**src/rtl/timestamp_capture.sv**
```systemverilog
// Multi-channel event timestamp capture: rising edges latch the running timestamp
// per channel, and a priority arbiter drains pending captures into a shared FIFO.
module timestamp_capture #(
  parameter  int TIMESTAMP_WIDTH = 64,
  parameter  int NUM_CHANNELS    = 4,
  parameter  int FIFO_DEPTH_LOG2 = 4,
  localparam int CH_W            = (NUM_CHANNELS > 1) ? $clog2(NUM_CHANNELS) : 1
) (
  input  logic                       clk,
  input  logic                       reset_n,
  input  logic [TIMESTAMP_WIDTH-1:0] timestamp_in,
  input  logic [NUM_CHANNELS-1:0]    event_in,
  input  logic [NUM_CHANNELS-1:0]    channel_enable,
  output logic                       ts_valid,
  input  logic                       ts_ready,
  output logic [TIMESTAMP_WIDTH-1:0] ts_data,
  output logic [CH_W-1:0]            ts_channel,
  output logic                       ts_lost,
  output logic [FIFO_DEPTH_LOG2:0]   fifo_level,
  output logic [NUM_CHANNELS-1:0]    overflow,
  input  logic [NUM_CHANNELS-1:0]    overflow_clear
);

  localparam int DEPTH   = 1 << FIFO_DEPTH_LOG2;
  localparam int ENTRY_W = TIMESTAMP_WIDTH + CH_W + 1;
  localparam logic [FIFO_DEPTH_LOG2:0] DEPTH_LVL = {1'b1, {FIFO_DEPTH_LOG2{1'b0}}};

  logic [NUM_CHANNELS-1:0]    event_d;
  logic [NUM_CHANNELS-1:0]    pending;
  logic [NUM_CHANNELS-1:0]    lost_flag;
  logic [TIMESTAMP_WIDTH-1:0] hold [NUM_CHANNELS];

  logic [ENTRY_W-1:0]         mem [DEPTH];
  logic [FIFO_DEPTH_LOG2-1:0] wr_ptr;
  logic [FIFO_DEPTH_LOG2-1:0] rd_ptr;

  logic [NUM_CHANNELS-1:0]    capture;
  logic [NUM_CHANNELS-1:0]    drain;
  logic [NUM_CHANNELS-1:0]    drop;
  logic [CH_W-1:0]            sel;
  logic [TIMESTAMP_WIDTH-1:0] sel_ts;
  logic                       sel_lost;
  logic                       sel_valid;
  logic                       full;
  logic                       wr_en;
  logic                       pop;
  logic [ENTRY_W-1:0]         head;

  // Descending scan so the lowest pending channel is the last one to win.
  always_comb begin
    capture   = event_in & ~event_d & channel_enable;
    sel       = '0;
    sel_ts    = '0;
    sel_lost  = 1'b0;
    sel_valid = 1'b0;
    for (int c = NUM_CHANNELS - 1; c >= 0; c--) begin
      if (pending[c]) begin
        sel       = CH_W'(c);
        sel_ts    = hold[c];
        sel_lost  = lost_flag[c];
        sel_valid = 1'b1;
      end
    end
    full  = (fifo_level == DEPTH_LVL);
    wr_en = sel_valid && !full;
    pop   = ts_valid && ts_ready;
    drain = '0;
    for (int c = 0; c < NUM_CHANNELS; c++) begin
      drain[c] = wr_en && (sel == CH_W'(c));
    end
    drop = capture & pending & ~drain;
  end

  // A capture in the same cycle its channel drains is latched, not dropped.
  always_ff @(posedge clk or negedge reset_n) begin
    if (!reset_n) begin
      event_d    <= '1;
      pending    <= '0;
      lost_flag  <= '0;
      overflow   <= '0;
      wr_ptr     <= '0;
      rd_ptr     <= '0;
      fifo_level <= '0;
      for (int c = 0; c < NUM_CHANNELS; c++) begin
        hold[c] <= '0;
      end
    end else begin
      event_d  <= event_in;
      overflow <= (overflow & ~overflow_clear) | drop;
      for (int c = 0; c < NUM_CHANNELS; c++) begin
        if (drop[c]) begin
          lost_flag[c] <= 1'b1;
        end else if (capture[c]) begin
          hold[c]    <= timestamp_in;
          pending[c] <= 1'b1;
          if (drain[c]) begin
            lost_flag[c] <= 1'b0;
          end
        end else if (drain[c]) begin
          pending[c]   <= 1'b0;
          lost_flag[c] <= 1'b0;
        end
      end
      if (wr_en) begin
        wr_ptr <= wr_ptr + 1'b1;
      end
      if (pop) begin
        rd_ptr <= rd_ptr + 1'b1;
      end
      case ({wr_en, pop})
        2'b10:   fifo_level <= fifo_level + 1'b1;
        2'b01:   fifo_level <= fifo_level - 1'b1;
        default: fifo_level <= fifo_level;
      endcase
    end
  end

  always_ff @(posedge clk) begin
    if (wr_en) begin
      mem[wr_ptr] <= {sel_lost, sel, sel_ts};
    end
  end

  // Storage is never cleared, so the head is masked to read zero whenever empty.
  assign head       = mem[rd_ptr];
  assign ts_valid   = (fifo_level != '0);
  assign ts_data    = ts_valid ? head[TIMESTAMP_WIDTH-1:0] : '0;
  assign ts_channel = ts_valid ? head[TIMESTAMP_WIDTH +: CH_W] : '0;
  assign ts_lost    = ts_valid ? head[ENTRY_W-1] : 1'b0;

endmodule

```
**config.mk**
```make
export PLATFORM = sky130hd
export DESIGN_NAME = timestamp_capture
export DESIGN_NICKNAME = d
export VERILOG_FILES = /design/src/rtl/timestamp_capture.sv
export SDC_FILE = /design/constraint.sdc
export NUM_CORES = 2
export LEC_CHECK = 0
export CORE_ASPECT_RATIO = 0.75
export CORE_MARGIN = 2
export CORE_UTILIZATION = 60
export CTS_CLUSTER_DIAMETER = 60
export CTS_CLUSTER_SIZE = 8
export DETAILED_ROUTE_END_ITERATION = 8
export PLACE_DENSITY = 0.78
export SLEW_MARGIN = 20
export SYNTH_ARGS = -nofsm -noshare
export SYNTH_HDL_FRONTEND = slang
export SYNTH_SLANG_ARGS = --single-unit
```
**constraint.sdc**
```tcl
create_clock -name clk -period 10.91 [get_ports clk]
set_clock_uncertainty 0.05 [all_clocks]
set_input_delay 2.7275 -clock clk [delete_from_list [all_inputs] [get_ports clk]]
set_output_delay 2.7275 -clock clk [all_outputs]
set_load 0.005 [all_outputs]
```
==> flow_summary_export.csv <==
group,metric,value,unit
outcome,run_status,"completed",
routing,post-route-drc-count,0,
worst_setup_path,rrSetupSlack,6.64,ns
yosys,synth_area_per_cell,18.60,µm²
sta,min_period_over_period,0.7005,
sta,worst_slew_pin_slew,1.196,ns
clock_tree,cts_root_buffer,"clkbuf_16",
worst_setup_path,crit_path_start,"rd_ptr[2]",
yosys,synth_nets,3052,
global_route,groute.usage.overall,0.2927,
global_route,first_global_vias,31600,
routing,wirelength,137.2,mm
power,irDropWorstVdd,0.2888,mV
sta,max_freq,130.9,MHz
yosys,yosysUniqueCellTypes,55,
worst_setup_path,worstReg2RegStart,"pending[0]",
placed_design,gpl.final_weighted_congestion,0.7727,
worst_setup_path,worst_setup_path_end_kind,"output port",
clock_tree,postCtsResizedCells,0,
clock_tree,cts_buffer_depth,3,
clock_tree,clk_transition_reported_paths,0.05,ns
sta,fin_worst_hold_slack,0.4544,ns
die,starting_utilization_of_the_core_area,0.6040,
sta,setup_slack,3.268,ns
placed_design,pre_cts_slack,4.067,ns
sta,hold_viol,0,
power,static_power_due_to_leakage,22.20,nW
yosys,synth_enable_flop_cells,1072,
sta,max_slew_margin,0.2025,
worst_setup_path,cpPeakStageDelay,0.94,ns
global_route,grt_start_max_net_pins,145,
global_route,grt_pass1_wl,203.4,mm
cells_and_area,area_growth,15.62,%
worst_hold_path,beginning_of_the_worst_hold_path,"hold[156]",
placed_design,post-dp-hpwl,71.21,mm
worst_setup_path,cp_top_family,"buffers and inverters",
cells_and_area,finish.cell_count_without_fillers,4497,
cells_and_area,multi_input_comb_area,0.01530,mm²
die,fp.dieW,354.0,µm
die,coreArea,0.09129,mm²
sta,finalWorstPathRequiredPeriod,7.642,ns
yosys,ys.warnings.count,0,
sta,rsz_0062_raised_after_global_routing,"no",
placed_design,port_buffers,155,
clock_tree,ctsHoldBuffers,0,
sta,setup_total_negative_slack,0,ns
global_route,globalRoute.totalOverflow,0,
placed_design,dp_cells,4237,
run,maxCapViolCount,0,
worst_setup_path,timing_worst_setup_path_type,"flip-flop to output port",
yosys,syn_inst,2964,
sta,finalMaxSlewViolations,0,
cells_and_area,filler_cell_count,5352,
routing,drt-pass1-iter-count,5,
die,total_die_area,0.09436,mm²
cells_and_area,layout.nets,3292,
clock_tree,clock_latency_on_the_worst_skew_pair,0.78,ns
routing,post_drt_wl_per_cell,30.51,µm
die,num_rows,96,
die,chipHeight,266.5,µm
power,finalPower,0.01707,W
worst_setup_path,worstSetupStartpointType,"flip-flop",
clock_tree,tritoncts,"built",
clock_tree,cts.sinks,1357,
worst_setup_path,timing.critical_path.cells,"buf_12 -> buf_4 -> mux2i_1 -> a22oi_1 -> o21ai_0 -> o32ai_1 -> clkdlybuf4s50_1",
worst_setup_path,cp_num_buf_inv,3,
routing,first_iter_violations,3766,
sta,setup_viol_count_final,0,
worst_setup_path,timing.critical_path.required,8.13,ns
routing,ant_nets,0,
cells_and_area,drive_gt1_frac,0.2876,
worst_hold_path,min_path_type,"flip-flop to flip-flop",
global_route,antenna_found_initial,13,
cells_and_area,sequential_cell_area,0.03935,mm²
worst_setup_path,worst_ep_arrival_time,4.86,ns
clock_tree,post-cts-setup-buffer-count,0,
routing,total_via_count_in_the_routed_design,29900,
die,count_of_pins_on_the_block_boundary,156,
yosys,syn-cell-area,0.05513,mm²
routing,route.detailed.vias_per_inst,6.650,
yosys,synth.yosys.seq_area_share,0.7133,
yosys,synthFlopType,"edfxtp_1",
power,pwr_density_cell,267.7,mW/mm²
yosys,async_reset_ff_frac,0.2100,
worst_setup_path,critical_path.slowest_cell,"dfrtp_4",
worst_setup_path,crit_path_max_fanout,137,
clock_tree,cts_inserted_buffers,187,
clock_tree,clock_tree.htree_level_count,4,
yosys,synth_seq_cells,1357,
per-stage QoR:
| stage | utilization | instance area (µm²) |
|---|---|---|
| 2_1_floorplan | - | 55130 |
| 3_3_place_gp | 0.6394 | 58370 |
| 3_5_place_dp | 0.6401 | 58430 |
| 4_1_cts | 0.6961 | 63550 |
| 5_1_grt | 0.6982 | 63740 |
| 6_report | 0.6983 | 63750 |
sequential cells by signal, summed over array words and instances, names as in the netlist:
signal / flops
mem: 1072
hold: 256
fifo_level: 5
event_d: 4
lost_flag: 4
overflow: 4
pending: 4
rd_ptr: 4
wr_ptr: 4
report_power, final:
| part | total, W | leakage [nW] | switching [W] | internal (W) |
|---|---|---|---|---|
| clock network | 0.00516 | 2.47 | 0.00206 | 0.00310 |
| logic | 0.00498 | 6.51 | 0.00270 | 0.00228 |
| registers | 0.00693 | 13.2 | 0.000413 | 0.00651 |
Yosys cell counts (10+ instances only):
| library cell | number | area [µm²] |
|---|---|---|
| and2_1 | 13 | 81.33 |
| buf_6 | 19 | 214.0 |
| dfrtp_1 | 281 | 7032 |
| clkbuf_1 | 95 | 356.6 |
| a21oi_1 | 10 | 50.05 |
| nor3_1 | 30 | 150.1 |
| nand2_1 | 110 | 412.9 |
| a221oi_1 | 64 | 560.5 |
| o21ai_0 | 28 | 140.1 |
| a22oi_1 | 38 | 285.3 |
| nand2b_1 | 31 | 193.9 |
| buf_2 | 67 | 335.3 |
| a211oi_1 | 57 | 427.9 |
| inv_1 | 13 | 48.80 |
| o22ai_1 | 11 | 68.82 |
| mux4_2 | 192 | 4324 |
| nor2b_1 | 98 | 613.1 |
| o32ai_1 | 28 | 245.2 |
| mux2_2 | 232 | 2613 |
| and3_1 | 30 | 187.7 |
| o31ai_1 | 64 | 480.5 |
| mux2_4 | 120 | 1802 |
| mux2i_1 | 134 | 1341 |
| edfxtp_1 | 1072 | 32190 |
| nor2_1 | 16 | 60.06 |
| o211ai_1 | 22 | 165.2 |
cell type report:
class,count,share of cell area
Antenna cell,4,0.0001570
Clock buffer,241,0.07726
Clock inverter,12,0.003003
Inverter,14,0.0008244
Multi-Input combinational cell,1394,0.2400
Sequential cell,1357,0.6173
Tap cell,1225,0.02404
Timing Repair Buffer,250,0.03739
path summary, 6_finish.rpt:
check | to | cells after the start
max in group asynchronous | rd_ptr[0] | 3
max | ts_data[63] | 7
min | hold[156] | 1
min in group asynchronous | hold[114] | 1
min reg2reg | hold[156] | 1
max reg2reg | mem[14][8] | 7
cells in the final DEF (no fill, tap or decap), types with 5 or more instances in the layout:
cell,n
edfxtp_1,1072
dfrtp_1,274
mux2_2,232
mux4_2,192
clkbuf_16,189
clkdlybuf4s50_1,154
mux2i_1,134
mux2_4,120
nand2_1,109
nor2b_1,95
buf_4,87
a221oi_1,64
a211oi_1,57
clkbuf_1,52
a22oi_1,38
o31ai_2,34
nand2b_1,30
and3_1,30
nor3_1,29
o32ai_1,28
o21ai_0,27
o211ai_1,22
o31ai_4,18
inv_1,13
o31ai_1,12
and2_4,12
o22ai_1,11
nor2_1,10
a21oi_1,10
ha_1,9
xnor2_1,8
nor2_4,6
o21ai_1,5
nand3_1,5
inv_6,5
dfrtp_4,5
layer usage:
| metal | part of all wire | GRT usage |
|---|---|---|
| met5 | 0.00066 | 0 |
| met4 | 0.022 | 0.08612 |
| met2 | 0.48 | 0.4624 |
| met1 | 0.38 | 0.4070 |
| met3 | 0.11 | 0.07679 |
kinds of logic (layout without fill, tap and decap cells):
kind of cell | after synthesis | in the layout | synth area share
flip-flops | 1357 | 1357 | 0.7133
multiplexers | 678 | 678 | 0.1828
AND/OR/NAND/NOR | 349 | 349 | 0.03354
AO/OA/AOI/OAI | 348 | 348 | 0.04748
buffers and inverters | 213 | 517 | 0.01922
XOR/XNOR | 10 | 10 | 0.001589
adder cells (fa/ha/maj) | 9 | 9 | 0.002042
other | 0 | 4 | 0
No activity file was read; power rests on OpenSTA's default activity.
